===== config.mk =====
export PLATFORM = sky130hd
export DESIGN_NAME = alu_mul_seq
export DESIGN_NICKNAME = d
export VERILOG_FILES = /design/src/rtl/alu_mul_seq.sv
export SDC_FILE = /design/constraint.sdc
export NUM_CORES = 1
export LEC_CHECK = 0
export ABC_CLOCK_PERIOD_IN_PS = 4300
export CELL_PAD_IN_SITES_DETAIL_PLACEMENT = 1
export CELL_PAD_IN_SITES_GLOBAL_PLACEMENT = 1
export CORE_ASPECT_RATIO = 0.7
export CORE_UTILIZATION = 30
export CTS_CLUSTER_SIZE = 14
export DETAILED_ROUTE_END_ITERATION = 7
export PLACE_DENSITY = 0.81
export SYNTH_ARGS = -nofsm -noshare
export SYNTH_HDL_FRONTEND = slang
export SYNTH_SLANG_ARGS = --single-unit

===== constraint.sdc =====
create_clock -name Clock -period 4.3 [get_ports Clock]
set_clock_uncertainty 0.15 [all_clocks]
set_input_delay 0.43 -clock Clock [delete_from_list [all_inputs] [get_ports Clock]]
set_output_delay 0.43 -clock Clock [all_outputs]
set_load 0.1 [all_outputs]

===== src/rtl/alu_mul_seq.sv =====
// alu_mul_seq: sequential shift-add 16x16 multiplier that borrows a shared ALU for its add and shift steps
// Define MUL_EARLY_TERM_EN to skip zero-bit ADD cycles and stop as soon as the multiplier is exhausted.
package opcodes;
    typedef enum logic [3:0] {FnA, FnB, FnADD, FnSUB, FnAND, FnOR, FnXOR, FnLSL, FnLSR} alu_functions_t;
    localparam int FLAGS_C = 1;
endpackage

module alu_mul_seq
    import opcodes::*;
(
    input  logic           Clock,
    input  logic           nReset,
    input  logic           Start,
    input  logic [15:0]    Multiplicand,
    input  logic [15:0]    Multiplier,
    output logic           Busy,
    output logic           Done,
    output logic [15:0]    Product,
    output logic           Overflow,
    output alu_functions_t AluOp,
    output logic [15:0]    AluOp1,
    output logic [15:0]    AluOp2,
    output logic           AluCarryIn,
    input  logic [15:0]    AluResult,
    input  logic [3:0]     AluFlags
);
    typedef enum logic [1:0] {IDLE, ADD, SHIFT, DONE} state_t;
    state_t state, state_nx;
    logic [15:0] acc, areg, breg, breg_sh;
    logic ovf;
    logic [3:0] iter;
    logic unused_bits;

    assign breg_sh = breg >> 1;
    assign unused_bits = ^{AluFlags, iter};

    always_comb begin
        state_nx = state;
        AluOp = FnA;
        AluOp1 = acc;
        AluOp2 = '0;
        case (state)
            IDLE: begin
`ifdef MUL_EARLY_TERM_EN
                if (Start) state_nx = (Multiplier == '0) ? DONE : Multiplier[0] ? ADD : SHIFT;
`else
                if (Start) state_nx = ADD;
`endif
            end
            ADD: begin
                // Without early termination a zero multiplier bit still spends an ADD cycle as a pass-through
                AluOp = breg[0] ? FnADD : FnA;
                AluOp2 = areg;
                state_nx = SHIFT;
            end
            SHIFT: begin
                AluOp = FnLSL;
                AluOp1 = areg;
                AluOp2 = 16'd1;
`ifdef MUL_EARLY_TERM_EN
                state_nx = (breg_sh == '0) ? DONE : breg_sh[0] ? ADD : SHIFT;
`else
                state_nx = (iter == 4'd15) ? DONE : ADD;
`endif
            end
            default: state_nx = IDLE;
        endcase
    end

    always_ff @(posedge Clock or negedge nReset) begin
        if (!nReset) begin
            state <= IDLE;
            acc <= '0;
            areg <= '0;
            breg <= '0;
            ovf <= 1'b0;
            iter <= '0;
        end else begin
            state <= state_nx;
            if (state == IDLE && Start) begin
                areg <= Multiplicand;
                breg <= Multiplier;
                acc <= '0;
                ovf <= 1'b0;
                iter <= '0;
            end
            if (state == ADD) begin
                acc <= AluResult;
                ovf <= ovf | (breg[0] & AluFlags[FLAGS_C]);
            end
            if (state == SHIFT) begin
                areg <= AluResult;
                breg <= breg_sh;
                iter <= iter + 4'd1;
                // A multiplicand bit shifted out while multiplier bits remain is lost product weight
                if (areg[15] && breg_sh != '0) ovf <= 1'b1;
            end
        end
    end

    assign Busy = (state == ADD) || (state == SHIFT);
    assign Done = (state == DONE);
    assign Product = acc;
    assign Overflow = ovf;
    assign AluCarryIn = 1'b0;
endmodule


==> flow_summary.json <==
{
  "outcome": "completed",
  "path_class": "flip-flop to output pin",
  "synth_area_leaders": "dfrtp_1, mux2i_1, nand2_1",
  "h-tree-depth": 2,
  "hold_path_class": "input port to async pin",
  "worstSetupEndpointType": "output pin",
  "cts_resized": 0,
  "critPathLaunchType": "flip-flop",
  "grt_overflow": 0,
  "start_util_pct": 31.3,
  "yosysUniqueCellTypes": 25,
  "clkSinkCount": 55,
  "relSlewSlack_pct": 32.1,
  "grt_pass1_vias": 2597,
  "required_ns": 3.72,
  "max_freq_ghz": 0.330,
  "ys.warnings.count": 0,
  "die_x_um": 119,
  "clk-insertion-delay-late_ns": 0.29,
  "root_buffer": "clkbuf_16",
  "critPathArrivalTime_ns": 2.45,
  "slowest_delay_ns": 1.19,
  "grt_first_pass_wirelength_mm": 13.5,
  "synth-main-ff-cell": "dfrtp_1",
  "routed_via_density": 4.76,
  "clk_pin_slew_ns": 0.07,
  "syn_inst": 296,
  "ys_top_cells_by_count": "nand2_1, dfrtp_1, mux2i_1, o21ai_1, o21ai_0",
  "cts_buffer_depth": 2,
  "tightest_slew_ns": 1.02,
  "place_area_mm2": 0.00388,
  "cts_tree": "built",
  "drive_gt1_share_pct": 17.0,
  "dp_hpwl_mm": 5.67,
  "fin_crit_sh_pct": 70.4,
  "setup-violations-final": 0,
  "wl_per_cell_um": 15.9,
  "yosysSeqAreaShare_pct": 48.0,
  "cp_max_fo": 4,
  "crit_family": "buffers and inverters",
  "synth_area_leader_cell": "dfrtp_1",
  "syn_area_per_cell_um2": 9.69,
  "post-synth-top-area-fraction_pct": 48.0,
  "routed_wl_mm": 8.15,
  "synth_most_common_cell": "nand2_1",
  "numPortBuffers": 105,
  "drc": 0,
  "fin_area_mm2": 0.00406,
  "drtIter0Drc": 115,
  "area_growth_syn_to_layout_pct": 41.3,
  "rsz0062_at_grt": "no",
  "die_y_um": 83.8,
  "async_flop_share_pct": 100,
  "postLayoutCoreUtil_pct": 44.2,
  "path_cells": "inv_1 > ha_1 > clkdlybuf4s50_1",
  "synth_area_mm2": 0.00287,
  "post-cts-setup-buffers": 0,
  "synth_edf_count": 0,
  "ys_ff_latch": 55,
  "maxCapViolCount": 0,
  "finalHoldViolCount": 0,
  "finalNetCount": 448,
  "die_area_mm2": 0.00996,
  "ant_nets": 0,
  "antenna_cells": 0,
  "cts_made_buffers": 5,
  "vias": 2442,
  "grt_max_degree": 75,
  "drv_slew": 0,
  "gp_congestion": 0.725,
  "min_period_ns": 3.03,
  "core-area_mm2": 0.00918,
  "firstDrtPassIters": 5,
  "cts_hold_buf": 0,
  "antenna_found_initial": 0,
  "rows": 29,
  "slowest_stage": "clkdlybuf4s50_1",
  "grt_usage_pct": 17.0,
  "critPathBufInv": 2,
  "tns_ns": 0,
  "io_pins": 111,
  "fillers": 1013
}
-- state kept, by name, summed over array words and instances, names as in the netlist --
register and count:
state 2, Overflow 1, breg 16, Product 16
areg 16, iter 4
-- final timing paths --
check | slack, ns | cells after the start | to | startpoint
max | 1.27 | 3 | Busy | state[1]
min | 0.11 | 2 | areg[5] | nReset
max reg2reg | 2.14 | 5 | state[1] | state[0]
min reg2reg | 0.37 | 1 | iter[0] | iter[0]
max in group asynchronous | 3.39 | 2 | Product[11] | nReset
min in group Clock | 0.37 | 1 | iter[0] | iter[0]
-- placed cells by master, fill, tap and decap left out, drive strengths merged, types with 2 or more instances in the layout --
| master | synthesis | layout |
|---|---|---|
| a21oi | 5 | 5 |
| and3 | 15 | 15 |
| buf | 17 | 39 |
| clkbuf | 7 | 5 |
| clkdlybuf4s50 | 0 | 69 |
| conb | 1 | 2 |
| dfrtp | 55 | 55 |
| ha | 5 | 5 |
| inv | 3 | 4 |
| mux2 | 16 | 16 |
| mux2i | 35 | 35 |
| nand2 | 72 | 72 |
| nand3 | 2 | 2 |
| nor2b | 2 | 2 |
| nor4 | 3 | 3 |
| o21ai | 51 | 51 |
| xor2 | 2 | 2 |
-- cells by family (layout without fill, tap and decap cells) --
logic type | Yosys count | count (layout) | share of synthesized area (%)
xor+xnor | 2 | 2 | 0.611
compound gates | 58 | 58 | 10.3
other cells | 1 | 2 | 0.131
flops | 55 | 55 | 48.0
simple gates | 97 | 97 | 15.0
mux | 51 | 51 | 18.5
buf+inv | 27 | 119 | 5.28
fa+ha+maj | 5 | 5 | 2.18
-- metrics by stage --
stage               worst slack, ns  std cells  hold slack (ns)
floorplan                     0.110        297          -0.0156
global placement               1.65        505            0.335
detailed placement             1.59        505            0.357
CTS                            1.26        513            0.151
global route                   1.21        513            0.185
finish                         1.27        513            0.105
-- final cells by class --
cell class | count | area, um^2 | share of cell area [%]
clock buffer | 5 | 125 | 3.09
timing repair buffer | 108 | 981 | 24.2
inverter | 3 | 11.3 | 0.278
clock inverter | 3 | 46.3 | 1.14
tap | 124 | 155 | 3.83
sequential | 55 | 1380 | 33.9
multi-input combinational | 215 | 1360 | 33.5
-- worst register-to-register path: stages (launching register included) --
cell,delay [ns]
dfrtp_1,0.40
inv_1,0.18
ha_4,0.73
nand4_1,0.18
mux2_2,0.32
mux2i_1,0.13
-- metal layers --
metal | share of wire [%] | track usage [%]
met2 | 46 | 27.8
met3 | 4.0 | 2.80
met4 | 0.75 | 4.14
met1 | 49 | 23.4
met5 | 0 | 0
Power is left out: the tool's default activity adds up to more than one toggle a clock period on the data nets, which glitch-free logic cannot reach.
